## src/rtl/fifo_wr_arbiter.sv

```systemverilog
// fifo_wr_arbiter: round-robin arbiter that lets one of four requesters
// stream a burst of beats into the write side of a FIFO.
//
// state    | meaning
// ---------+-----------------------------------------------------------
// ST_IDLE  | no owner; pick the next valid requester round-robin
// ST_BURST | grant_id owns the FIFO write port until last beat or
//          | MAX_BURST beats, stalling on its valid low or fifo_full
//
// Round-robin pointer: r_last_grant holds the owner of the most recently
// finished burst; the search starts one past it, so a requester that just
// finished has the lowest priority. Reset sets it to 3 so requester 0 wins
// first.

module fifo_wr_arbiter #(
    parameter int NREQ      = 4,
    parameter int DW        = 32,
    parameter int MAX_BURST = 4
) (
    input  logic                clk,
    input  logic                rst,
    input  logic [NREQ-1:0]     req_valid,
    input  logic [NREQ*DW-1:0]  req_data,
    input  logic [NREQ-1:0]     req_last,
    output logic [NREQ-1:0]     req_ready,
    input  logic                fifo_full,
    output logic                fifo_w_en,
    output logic [DW-1:0]       fifo_wdata,
    output logic [1:0]          grant_id,
    output logic                busy
);

    localparam int CNT_W = (MAX_BURST > 1) ? $clog2(MAX_BURST) : 1;
    localparam logic [CNT_W-1:0] LAST_BEAT = CNT_W'(MAX_BURST - 1);

    typedef enum logic {
        ST_IDLE  = 1'b0,
        ST_BURST = 1'b1
    } state_t;

    state_t            r_state;
    state_t            w_state_nxt;
    logic [1:0]        r_grant_id;
    logic [1:0]        r_last_grant;
    logic [CNT_W-1:0]  r_beat_cnt;

    logic [1:0]        w_pick;
    logic              w_pick_vld;
    logic              w_start;
    logic              w_g_valid;
    logic              w_g_last;
    logic              w_xfer;
    logic              w_burst_end;
    logic [DW-1:0]     w_wdata;
    logic [NREQ-1:0]   w_ready;

    // Round-robin search starting one past the last finished owner; the
    // 2-bit index wraps so offset 4 lands back on r_last_grant itself.
    always_comb begin
        w_pick     = '0;
        w_pick_vld = 1'b0;
        for (int k = 1; k <= 4; k++) begin
            if (!w_pick_vld && req_valid[r_last_grant + 2'(k)]) begin
                w_pick     = r_last_grant + 2'(k);
                w_pick_vld = 1'b1;
            end
        end
    end

    // Select the granted requester's valid, last and data.
    always_comb begin
        w_g_valid = 1'b0;
        w_g_last  = 1'b0;
        w_wdata   = '0;
        for (int i = 0; i < NREQ; i++) begin
            if (r_grant_id == 2'(i)) begin
                w_g_valid = req_valid[i];
                w_g_last  = req_last[i];
                w_wdata   = req_data[i*DW +: DW];
            end
        end
    end

    // A beat moves only for the owner, only while the FIFO has room, and
    // never on a reset edge so an aborted burst cannot leak one more write.
    assign w_start     = (r_state == ST_IDLE) && w_pick_vld;
    assign w_xfer      = (r_state == ST_BURST) && w_g_valid && !fifo_full && !rst;
    assign w_burst_end = w_xfer && (w_g_last || (r_beat_cnt == LAST_BEAT));

    // Next-state decode for the two-state FSM.
    always_comb begin
        w_state_nxt = r_state;
        case (r_state)
            ST_IDLE: begin
                if (w_pick_vld) begin
                    w_state_nxt = ST_BURST;
                end
            end
            ST_BURST: begin
                if (w_burst_end) begin
                    w_state_nxt = ST_IDLE;
                end
            end
            default: begin
                w_state_nxt = ST_IDLE;
            end
        endcase
    end

    // Per-requester ready: only the owner, only in BURST, only when not full.
    always_comb begin
        w_ready = '0;
        for (int i = 0; i < NREQ; i++) begin
            w_ready[i] = (r_state == ST_BURST) && (r_grant_id == 2'(i)) &&
                         !fifo_full && !rst;
        end
    end

    // State register.
    always_ff @(posedge clk) begin
        if (rst) begin
            r_state <= ST_IDLE;
        end else begin
            r_state <= w_state_nxt;
        end
    end

    // Grant is latched at arbitration; the round-robin pointer moves at burst end.
    always_ff @(posedge clk) begin
        if (rst) begin
            r_grant_id   <= 2'd0;
            r_last_grant <= 2'd3;
        end else begin
            if (w_start) begin
                r_grant_id <= w_pick;
            end
            if (w_burst_end) begin
                r_last_grant <= r_grant_id;
            end
        end
    end

    // Beat counter: cleared entering and leaving a burst, counts transfers.
    always_ff @(posedge clk) begin
        if (rst) begin
            r_beat_cnt <= '0;
        end else if (w_start || w_burst_end) begin
            r_beat_cnt <= '0;
        end else if (w_xfer) begin
            r_beat_cnt <= r_beat_cnt + 1'b1;
        end
    end

    assign req_ready  = w_ready;
    assign fifo_w_en  = w_xfer;
    assign fifo_wdata = w_wdata;
    assign grant_id   = r_grant_id;
    assign busy       = (r_state == ST_BURST);

endmodule

```

## config.mk

```make
export PLATFORM = sky130hd
export DESIGN_NAME = fifo_wr_arbiter
export DESIGN_NICKNAME = d
export VERILOG_FILES = /design/src/rtl/fifo_wr_arbiter.sv
export SDC_FILE = /design/constraint.sdc
export NUM_CORES = 1
export LEC_CHECK = 0
export BUFFER_PORTS_ARGS = -buffer_cell sky130_fd_sc_hd__buf_2
export CAP_MARGIN = 10
export CORE_MARGIN = 4
export CORE_UTILIZATION = 30
export CTS_BUF_LIST = sky130_fd_sc_hd__clkbuf_4 sky130_fd_sc_hd__clkbuf_8
export CTS_CLUSTER_SIZE = 8
export DETAILED_ROUTE_END_ITERATION = 10
export PLACE_DENSITY = 0.89
export SKIP_LAST_GASP = 1
export SYNTH_ARGS = -nofsm -noshare
export SYNTH_HDL_FRONTEND = slang
export SYNTH_SLANG_ARGS = --single-unit
```

## constraint.sdc

```tcl
create_clock -name clk -period 4.85 [get_ports clk]
set_input_delay 0.97 -clock clk [delete_from_list [all_inputs] [get_ports clk]]
set_output_delay 0.97 -clock clk [all_outputs]
set_load 0.03 [all_outputs]
```

==> flow_metrics.py <==
metrics = {
    "status": {
        "status": "finished clean",
    },
    "clocking": {
        "clk_path_buf_depth": 2,
        "root_buffer": "clkbuf_8",
        "clock_latency_ns": 0.23,
        "ctsResizeCount": 0,
        "cts_made_buffers": 3,
        "postCtsHoldBufs": 0,
        "cts_tree": "built",
        "clock_sinks": 7,
        "cts.clk_slew.worst_paths_ns": 0.04,
        "post_cts.repair.setup_buffers": 0,
        "cts_htree_levels": 1,
    },
    "floorplanning": {
        "start_util_pct": 31.5,
        "fp.dieW_um": 73.2,
        "coreArea_um2": 4060,
        "die_h_um": 73.2,
        "die_area_um2": 5360,
        "io_pins": 179,
        "rows": 23,
    },
    "power": {
        "vdd_drop_max_mv": 0.204,
        "seqPwrFrac_pct": 18.6,
        "power_density_nw_per_um2": 202,
        "leakagePower_nw": 1.12,
        "p_comb_share_pct": 61.9,
        "swShare_pct": 43.1,
        "design_power_total_uw": 452,
        "power.switching_uw": 195,
        "internal_power_uw": 258,
        "clkPwrFrac_pct": 19.5,
    },
    "place": {
        "dp_hpwl_um": 5430,
        "gp_routability_congestion": 0.871,
        "io_buffers": 178,
    },
    "routing": {
        "post_drt_wl_per_cell_um": 19.1,
        "num_vias": 1747,
        "drtIter0Drc": 69,
        "drc_errors": 0,
        "wirelength_um": 6290,
        "first_pass_iters": 4,
        "vias_per_cell": 5.31,
        "ant_nets": 0,
    },
    "finish": {
        "layout.area.seq_um2": 143,
        "multiInputGateArea_um2": 1070,
        "n_fill_cell": 377,
        "syn2layout_area_growth_pct": 75.4,
        "layout-drive-gt1-share_pct": 80.6,
        "finalNetCount": 419,
    },
    "worst_setup_path": {
        "worst-path-buf-inv": 2,
        "cp-end-kind": "output pin",
        "crit_start": "grant_id[0]",
        "cp-start-kind": "register",
        "cp_data_arrival_time_ns": 2.26,
        "cp_top_family": "flip-flops",
        "crit_fanout": 31,
        "cp_cell_sequence": "buf_4, mux4_2, buf_2",
        "r2r-start": "grant_id[0]",
        "path_class": "register to output pin",
        "worstPathRequired_ns": 3.88,
        "cp_slowest_stage_delay_ns": 0.90,
        "critPathSlowestCell": "dfxtp_2",
    },
    "logic_synthesis": {
        "synthCells": 104,
        "synthFlopType": "dfxtp_1",
        "synth_top_cell_area_share_pct": 58.2,
        "synth_most_common_cell": "mux4_2",
        "synth_cell_types": 33,
        "yosys-top-cells-count": "mux4_2 (33), nor2_1 (9), a21oi_1 (8)",
        "yosys_warnings": 0,
        "async_reset_ff_share_pct": 0,
        "syn_area_um2": 1280,
        "synth_edf_count": 0,
        "ys_top_cells_by_area": "mux4_2 (58%), dfxtp_1 (11%), a21oi_1 (3.1%)",
        "yosysTopAreaCell": "mux4_2",
        "syn_area_per_cell_um2": 12.3,
        "syn_nets": 244,
        "seq_area_frac_synth_pct": 11.0,
        "ys_ff_latch": 7,
    },
    "timing": {
        "max_freq_mhz": 309,
        "worst_pin_slew_ns": 0.961,
        "max_slew_margin_pct": 35.9,
        "fin_skew_ns": 0.00593,
        "holdWs_ns": 0.492,
        "hold_viol": 0,
        "setup_viol_count_final": 0,
        "rsz0062_at_grt": "no",
        "tns_ns": 0,
        "post-route-period-util_pct": 66.6,
        "period_minus_slack_ns": 3.23,
        "slew_violations": 0,
    },
    "global_routing": {
        "grtUsageTotal_pct": 20.7,
        "overflow": 0,
        "grt_max_degree": 44,
        "grt_pass1_wl_um": 8310,
        "grt_pass1_vias": 1639,
        "antenna_found_initial": 1,
    },
    "flow_run": {
        "cap_violations": 0,
    },
    "min_path": {
        "hp-start": "r_beat_cnt[1]",
        "min_path_type": "register to register",
    },
}
## worst register-to-register path, cell delays in order (launching register included)
cell and delay, ns:
dfxtp_2 0.90, mux4_2 0.63, nor2_1 0.24, nor2_1 0.10
nor4_1 0.24
## cell usage in the layout, fill, tap and decap left out, types with 3 or more instances in the layout
cell	Yosys	layout
dfxtp_1	7	5
nand2_1	4	4
inv_1	3	3
clkbuf_8	0	3
mux4_2	33	33
buf_2	3	178
o21ai_1	4	4
a21oi_1	8	8
nor3_1	5	5
nor2_1	9	9
## cell families (layout without fill, tap and decap cells)
family / after synthesis / after routing / synth area share [%]
multiplexers: 34 / 34 / 59.0
AND/OR/NAND/NOR: 29 / 29 / 12.8
AO/OA/AOI/OAI: 19 / 19 / 10.1
buffers and inverters: 13 / 187 / 5.39
flip-flops: 7 / 7 / 11.0
adder cells (fa/ha/maj): 1 / 1 / 0.980
XOR/XNOR: 1 / 1 / 0.686
other: 0 / 1 / 0
## area by class of cell
cell class	count	share of cell area [%]
tap	50	2.79
inverter	4	0.727
antenna	1	0.112
multi-input combinational	84	47.7
clock buffer	4	2.18
timing repair buffer	179	40.1
sequential	7	6.37
## sequential cells by signal (all words and copies together) (netlist names)
| register | flops |
|---|---|
| r_last_grant | 2 |
| busy | 1 |
| r_beat_cnt | 2 |
| grant_id | 2 |
## metrics by stage
step                      cells  utilization [%]  setup slack, ns  area [µm²]
final                       329             55.2             1.62        2240
after global routing        329             55.2             1.44        2240
after CTS                   328             55.1             1.56        2240
after detailed placement    324             53.9             1.78        2190
after global placement      324             53.9             1.84        2190
after floorplan             104                -             1.78        1280
## layer usage
layer / vias up / GRT usage [%] / routed length (µm)
li1: 793 / - / -
met1: 845 / 24.4 / 2190
met2: 97 / 37.9 / 3450
met3: 12 / 3.31 / 551
met4: 0 / 6.35 / 104
met5: - / 0 / 0
## final timing paths
path	endpoint	slack [ns]	cells after the start
max reg2reg	r_beat_cnt[0]	2.64	4
max	fifo_wdata[29]	1.62	3
min	r_beat_cnt[1]	0.49	2
min reg2reg	r_beat_cnt[1]	0.49	2
## power by group through the flow
stage | Combinational, mW | Clock (mW) | Sequential [mW]
floorplan | 0.191 | 0 | 0.0704
global placement | 0.275 | 0 | 0.0850
detailed placement | 0.280 | 0 | 0.0857
CTS | 0.280 | 0.0898 | 0.0848
global route | 0.294 | 0.0928 | 0.0873
finish | 0.280 | 0.0882 | 0.0843
(Power assumes the default switching activity.)
